File: config.mk
export PLATFORM = sky130hd
export DESIGN_NAME = round_timer_ctrl
export DESIGN_NICKNAME = d
export VERILOG_FILES = /design/src/rtl/round_timer_ctrl.sv
export SDC_FILE = /design/constraint.sdc
export NUM_CORES = 1
export LEC_CHECK = 0
export CAP_MARGIN = 10
export CORE_ASPECT_RATIO = 0.9
export CORE_UTILIZATION = 29
export CTS_CLUSTER_DIAMETER = 80
export DETAILED_ROUTE_END_ITERATION = 8
export DONT_BUFFER_PORTS = 1
export REMOVE_ABC_BUFFERS = 1
export SLEW_MARGIN = 20
export SYNTH_ARGS = -nofsm -noshare
export SYNTH_HDL_FRONTEND = slang
export SYNTH_SLANG_ARGS = --single-unit
File: constraint.sdc
create_clock -name clk -period 5.1 [get_ports clk]
set_input_delay 0.765 -clock clk [delete_from_list [all_inputs] [get_ports clk]]
set_output_delay 0.765 -clock clk [all_outputs]
set_load 0.01 [all_outputs]
File: src/rtl/round_timer_ctrl.sv
// Round sequencer: IDLE -> PRESTART -> PLAY -> OVER, driven by a synchronized 1 Hz seconds count.
// Define ROUND_PAUSE_EN to add the pause/paused ports.
module round_timer_ctrl #(
    parameter int SEC_W         = 6,
    parameter int PRESTART_SECS = 3,
    parameter int ROUND_SECS    = 30
) (
    input  logic             clk,
    input  logic             rst_n,
    input  logic             start,
    input  logic             abort,
`ifdef ROUND_PAUSE_EN
    input  logic             pause,
    output logic             paused,
`endif
    input  logic [SEC_W-1:0] sec_in,
    output logic             cnt_enable,
    output logic             cnt_clear,
    output logic [SEC_W-1:0] time_left,
    output logic [1:0]       state,
    output logic             playing,
    output logic             game_over,
    output logic             sec_tick
);
    localparam logic [1:0] S_IDLE     = 2'd0;
    localparam logic [1:0] S_PRESTART = 2'd1;
    localparam logic [1:0] S_PLAY     = 2'd2;
    localparam logic [1:0] S_OVER     = 2'd3;

    localparam logic [SEC_W:0]   PRE_LIM = (SEC_W+1)'(PRESTART_SECS);
    localparam logic [SEC_W:0]   END_LIM = (SEC_W+1)'(PRESTART_SECS + ROUND_SECS);
    localparam logic [SEC_W-1:0] RND_TL  = SEC_W'(ROUND_SECS);

    if (PRESTART_SECS + ROUND_SECS > (2**SEC_W) - 1) begin : g_bad_params
        $error("PRESTART_SECS+ROUND_SECS exceeds the sec_in range");
    end

    logic [SEC_W-1:0] s1_q, s2_q, s2p_q, sec_q;
    logic             sec_tick_q, sec_tick_d;
    logic [1:0]       state_q, state_d;
    logic             pend_q, pend_d;
    logic             enable_q, enable_d, clear_q, clear_d;
    logic             playing_q, playing_d, over_q, over_d;
    logic [SEC_W-1:0] tl_q, tl_d;
    logic             paused_q, paused_d;
    logic             hold;
    logic [SEC_W:0]   pre_diff, play_diff, sec_ext;

    // The 2-cycle stability filter rejects sec_in samples caught mid-ripple.
    logic sec_load;
    assign sec_load   = (s2_q == s2p_q);
    assign sec_tick_d = sec_load && (s2_q != sec_q);

    assign sec_ext   = {1'b0, sec_q};
    assign pre_diff  = PRE_LIM - sec_ext;
    assign play_diff = END_LIM - sec_ext;

`ifdef ROUND_PAUSE_EN
    assign hold = pause && !abort && (state_q == S_PRESTART || state_q == S_PLAY);
`else
    assign hold = 1'b0;
`endif

    always_comb begin
        state_d   = state_q;
        pend_d    = pend_q;
        enable_d  = 1'b0;
        clear_d   = 1'b0;
        playing_d = 1'b0;
        over_d    = 1'b0;
        paused_d  = 1'b0;
        tl_d      = '0;
        case (state_q)
            S_IDLE: begin
                if (start) pend_d = 1'b1;
                if (pend_q && sec_q == '0) begin
                    state_d = S_PRESTART;
                    pend_d  = 1'b0;
                end
            end
            S_PRESTART: if (sec_ext >= PRE_LIM) state_d = S_PLAY;
            S_PLAY:     if (sec_ext >= END_LIM) state_d = S_OVER;
            default: if (start) begin
                state_d = S_IDLE;
                pend_d  = 1'b1;
            end
        endcase
        if (hold) state_d = state_q;
        if (abort) begin
            state_d = S_IDLE;
            pend_d  = 1'b0;
        end
        case (state_d)
            S_IDLE: begin
                clear_d = 1'b1;
                tl_d    = RND_TL;
            end
            S_PRESTART: begin
                enable_d = 1'b1;
                tl_d     = pre_diff[SEC_W] ? '0 : pre_diff[SEC_W-1:0];
            end
            S_PLAY: begin
                enable_d  = 1'b1;
                playing_d = 1'b1;
                tl_d      = play_diff[SEC_W] ? '0 : play_diff[SEC_W-1:0];
            end
            default: over_d = 1'b1;
        endcase
        if (hold) begin
            enable_d = 1'b0;
            paused_d = 1'b1;
            tl_d     = tl_q;
        end
    end

    always_ff @(posedge clk) begin
        if (!rst_n) begin
            s1_q       <= '0;
            s2_q       <= '0;
            s2p_q      <= '0;
            sec_q      <= '0;
            sec_tick_q <= 1'b0;
            state_q    <= S_IDLE;
            pend_q     <= 1'b0;
            enable_q   <= 1'b0;
            clear_q    <= 1'b1;
            playing_q  <= 1'b0;
            over_q     <= 1'b0;
            paused_q   <= 1'b0;
            tl_q       <= RND_TL;
        end else begin
            s1_q       <= sec_in;
            s2_q       <= s1_q;
            s2p_q      <= s2_q;
            if (sec_load) sec_q <= s2_q;
            sec_tick_q <= sec_tick_d;
            state_q    <= state_d;
            pend_q     <= pend_d;
            enable_q   <= enable_d;
            clear_q    <= clear_d;
            playing_q  <= playing_d;
            over_q     <= over_d;
            paused_q   <= paused_d;
            tl_q       <= tl_d;
        end
    end

    assign cnt_enable = enable_q;
    assign cnt_clear  = clear_q;
    assign time_left  = tl_q;
    assign state      = state_q;
    assign playing    = playing_q;
    assign game_over  = over_q;
    assign sec_tick   = sec_tick_q;
`ifdef ROUND_PAUSE_EN
    assign paused     = paused_q;
`else
    logic unused_paused;
    assign unused_paused = paused_q;
`endif
endmodule

==> results.toml <==
[timing]
finClkSkew_ps = 4.400
finalHoldViolations = 0
period_share_pct = 55.17
setup_viol = 0
worst_slew_pin_slew_ps = 442.8
finalCriticalPeriod_ps = 2813
tns_ps = 0
rsz0062_at_grt = "false"
fmax_mhz = 355.4
relSlewSlack_pct = 70.40
whs_ps = 434.4
drv_slew = 0

[detailed_routing]
drt_iter0_drc = 64
drc = 0
vias = 1078
postRouteWirelength_um = 2799
routed_via_density = 4.492
dr.pass1.iters = 4
ant_nets = 0
wl_per_cell_um = 11.66

[final_layout]
diodes = 0
stdcell_area_um2 = 1842
seq_area_um2 = 760.7
area_growth_pct = 11.35
multi_input_area_um2 = 807.0
fin_nets = 193
drive_gt1_share_pct = 5.780
nFillCells = 559

[floorplanning]
die-area_um2 = 6010
io_pins = 23
die_width_um = 81.61
start_util_pct = 30.74
rows = 25
die_height_um = 73.65
coreArea_um2 = 5380

[placed_design]
hpwlAfterDp_um = 1983
gp_congestion = 0.8226
placed_area_um2 = 1704
io_buffers = 0

[worst_setup_path]
reg2reg_slack_ps = 2290
cp_slowest_cell = "dfxtp_1"
cp_max_fo = 7
critical_path_class = "flip-flop to flip-flop"
critical_path_required_ps = 5270
start_kind = "flip-flop"
endpoint_kind = "flip-flop"
critPathArrivalTime_ps = 2990
r2r_cells = 10
crit_chain = "inv_1, ha_1, nor2b_1, and4b_1, a2111o_1, and3b_1, ha_1, and3_1, a221oi_1, a21oi_1"
worstReg2RegEnd = "time_left[3]$_SDFF_PN1_"
rr_startpoint = "sec_q[3]$_SDFFE_PN0P_"
critPathMostFrequentCell = "ha_1"
max_stage_delay_ps = 490

[synth]
avgSynthCellArea_um2 = 9.673
yosys_warnings = 0
synth_cell_types = 36
syn_inst = 171
synth-async-reset-ratio_pct = 0
synthTopCellsByArea = "dfxtp_1 (46%), ha_1 (8.3%), and2_1 (5.7%), xnor2_1 (4.8%), nand2_1 (3.9%)"
seq_area_frac_synth_pct = 45.99
synth_top_area_cell = "dfxtp_1"
synth_top_area_share_pct = 45.99
ys_ff_latch = 38
synthFlopType = "dfxtp_1"
syn_area_um2 = 1654
synth-edff-count = 0

[clock_network]
clockBufferDepth = 2
numCtsBuffers = 5
clk_pin_slew_ps = 80
htree_levels = 2
cts_hold_buf = 0
clkLatencyLatePin_ps = 290
cts_root_buf = "clkbuf_8"
cts_resized = 0
cts.sinks = 38
tritoncts = "built"
post_cts_buffers = 0

[power_and_ir_drop]
power.static_leakage_nw = 0.8110
peakVddDrop_v = 0.0001531
power_density_nw_per_um2 = 358.8

[global_routing]
grt-ovfl-total = 0
groute.usage.overall_pct = 10.62
antenna_found_initial = 0
grt_pass1_vias = 1052
grt_max_degree = 36
grt_pass1_wl_um = 4747

[min_path]
holdPathEnd = "s2_q[0]$_SDFF_PN0_"
min_from = "s1_q[0]$_SDFF_PN0_"
hold_depth = 1
min_path_type = "flip-flop to flip-flop"

[job]
max_cap_viol_count = 0

[outcome]
status = "complete, no violations"
-- critical path, delay by kind of cell, from the launching register on --
family | cells | cell delay, ps
AND/OR/NAND/NOR | 4 | 810
adder cells (fa/ha/maj) | 2 | 460
AO/OA/AOI/OAI | 3 | 830
buffers and inverters | 1 | 90
flip-flops | 1 | 490
-- logic make-up (layout without fill, tap and decap cells) --
group / after synthesis / after routing / share of synthesized area, %
simple gates: 59 / 59 / 19.74
flops: 38 / 38 / 45.99
compound gates: 22 / 22 / 9.153
buf+inv: 20 / 22 / 5.219
xor+xnor: 15 / 15 / 7.943
fa+ha+maj: 11 / 11 / 8.321
mux: 6 / 6 / 3.631
-- final cells by class --
| class | count | share of cell area, % |
|---|---|---|
| multi-input combinational | 113 | 43.82 |
| inverter | 14 | 2.853 |
| clock buffer | 5 | 3.736 |
| clock inverter | 3 | 3.736 |
| sequential | 38 | 41.30 |
| tap | 67 | 4.552 |
-- metal layers --
metal | track usage [%] | vias up | share of wire, %
li1 | - | 566 | -
met1 | 13.68 | 479 | 52
met2 | 15.83 | 27 | 42
met3 | 4.224 | 6 | 5.1
met4 | 4.094 | 0 | 1.6
met5 | 0 | - | 0
-- per-stage QoR --
step / std cells / worst slack [ps] / util (%) / total power, W
after floorplan: 165 / 2619 / - / 0.0003540
after global routing: 240 / 2119 / 34.23 / 0.0006877
after global placement: 232 / 2427 / 31.67 / 0.0003624
after CTS: 240 / 2311 / 34.23 / 0.0006688
after detailed placement: 232 / 2343 / 31.67 / 0.0003621
final: 240 / 2287 / 34.23 / 0.0006608
-- registers in the layout, indices dropped and copies added (netlist names), 2 cells and up --
| register | flops |
|---|---|
| time_left | 6 |
| state | 2 |
| sec_q | 6 |
| s2_q | 6 |
| s2p_q | 6 |
| s1_q | 6 |
-- power breakdown --
| group | total (W) | internal [W] | switching (W) |
|---|---|---|---|
| logic | 0.0000395 | 0.0000206 | 0.0000189 |
| registers | 0.000316 | 0.000307 | 0.00000896 |
| clock network | 0.000306 | 0.000196 | 0.000110 |
-- cell usage after synthesis (2+ instances only) --
master,number
mux2i_1,6
xor2_1,6
nor3_1,2
nand2_1,17
a21oi_1,4
o21ai_0,6
a22oi_1,2
nand2b_1,2
a31oi_1,2
and2_1,15
and3_1,3
ha_1,11
nor2b_1,3
clkbuf_1,4
nor2_1,6
xnor2_1,9
nor3b_1,3
dfxtp_1,38
a221oi_1,2
inv_1,14
-- how the worst max path moves through the flow --
stage | from | end | slack [ps]
after floorplan | sec_q[3]$_SDFFE_PN0P_ | time_left[2]$_SDFF_PN1_ | 2620
after global placement | sec_q[3]$_SDFFE_PN0P_ | time_left[2]$_SDFF_PN1_ | 2430
after detailed placement | sec_q[3]$_SDFFE_PN0P_ | time_left[3]$_SDFF_PN1_ | 2340
after CTS | sec_q[3]$_SDFFE_PN0P_ | time_left[3]$_SDFF_PN1_ | 2310
after global routing | sec_q[3]$_SDFFE_PN0P_ | time_left[3]$_SDFF_PN1_ | 2120
final | sec_q[3]$_SDFFE_PN0P_ | time_left[3]$_SDFF_PN1_ | 2290
-- cell usage in the layout (no fill, tap or decap) --
cell type and n:
a2111o_1 1, a21o_1 1, a21oi_1 4, a221oi_1 2
a22oi_1 2, a31oi_1 2, and2_1 15, and3_1 3
and3b_1 1, and4b_1 1, bufinv_16 2, clkbuf_8 5
clkinv_4 1, dfxtp_1 38, ha_1 11, inv_1 14
mux2i_1 6, nand2_1 17, nand2b_1 2, nand3_1 1
nand3b_1 1, nand4_1 1, nor2_1 6, nor2b_1 3
nor3_1 2, nor3b_1 3, nor4_1 1, o211a_1 1
o21a_1 1, o21ai_0 6, o31ai_1 1, o31ai_2 1
or3b_1 1, or4_4 1, xnor2_1 9, xor2_1 6
Note: power is estimated with default switching activity, not from simulation.
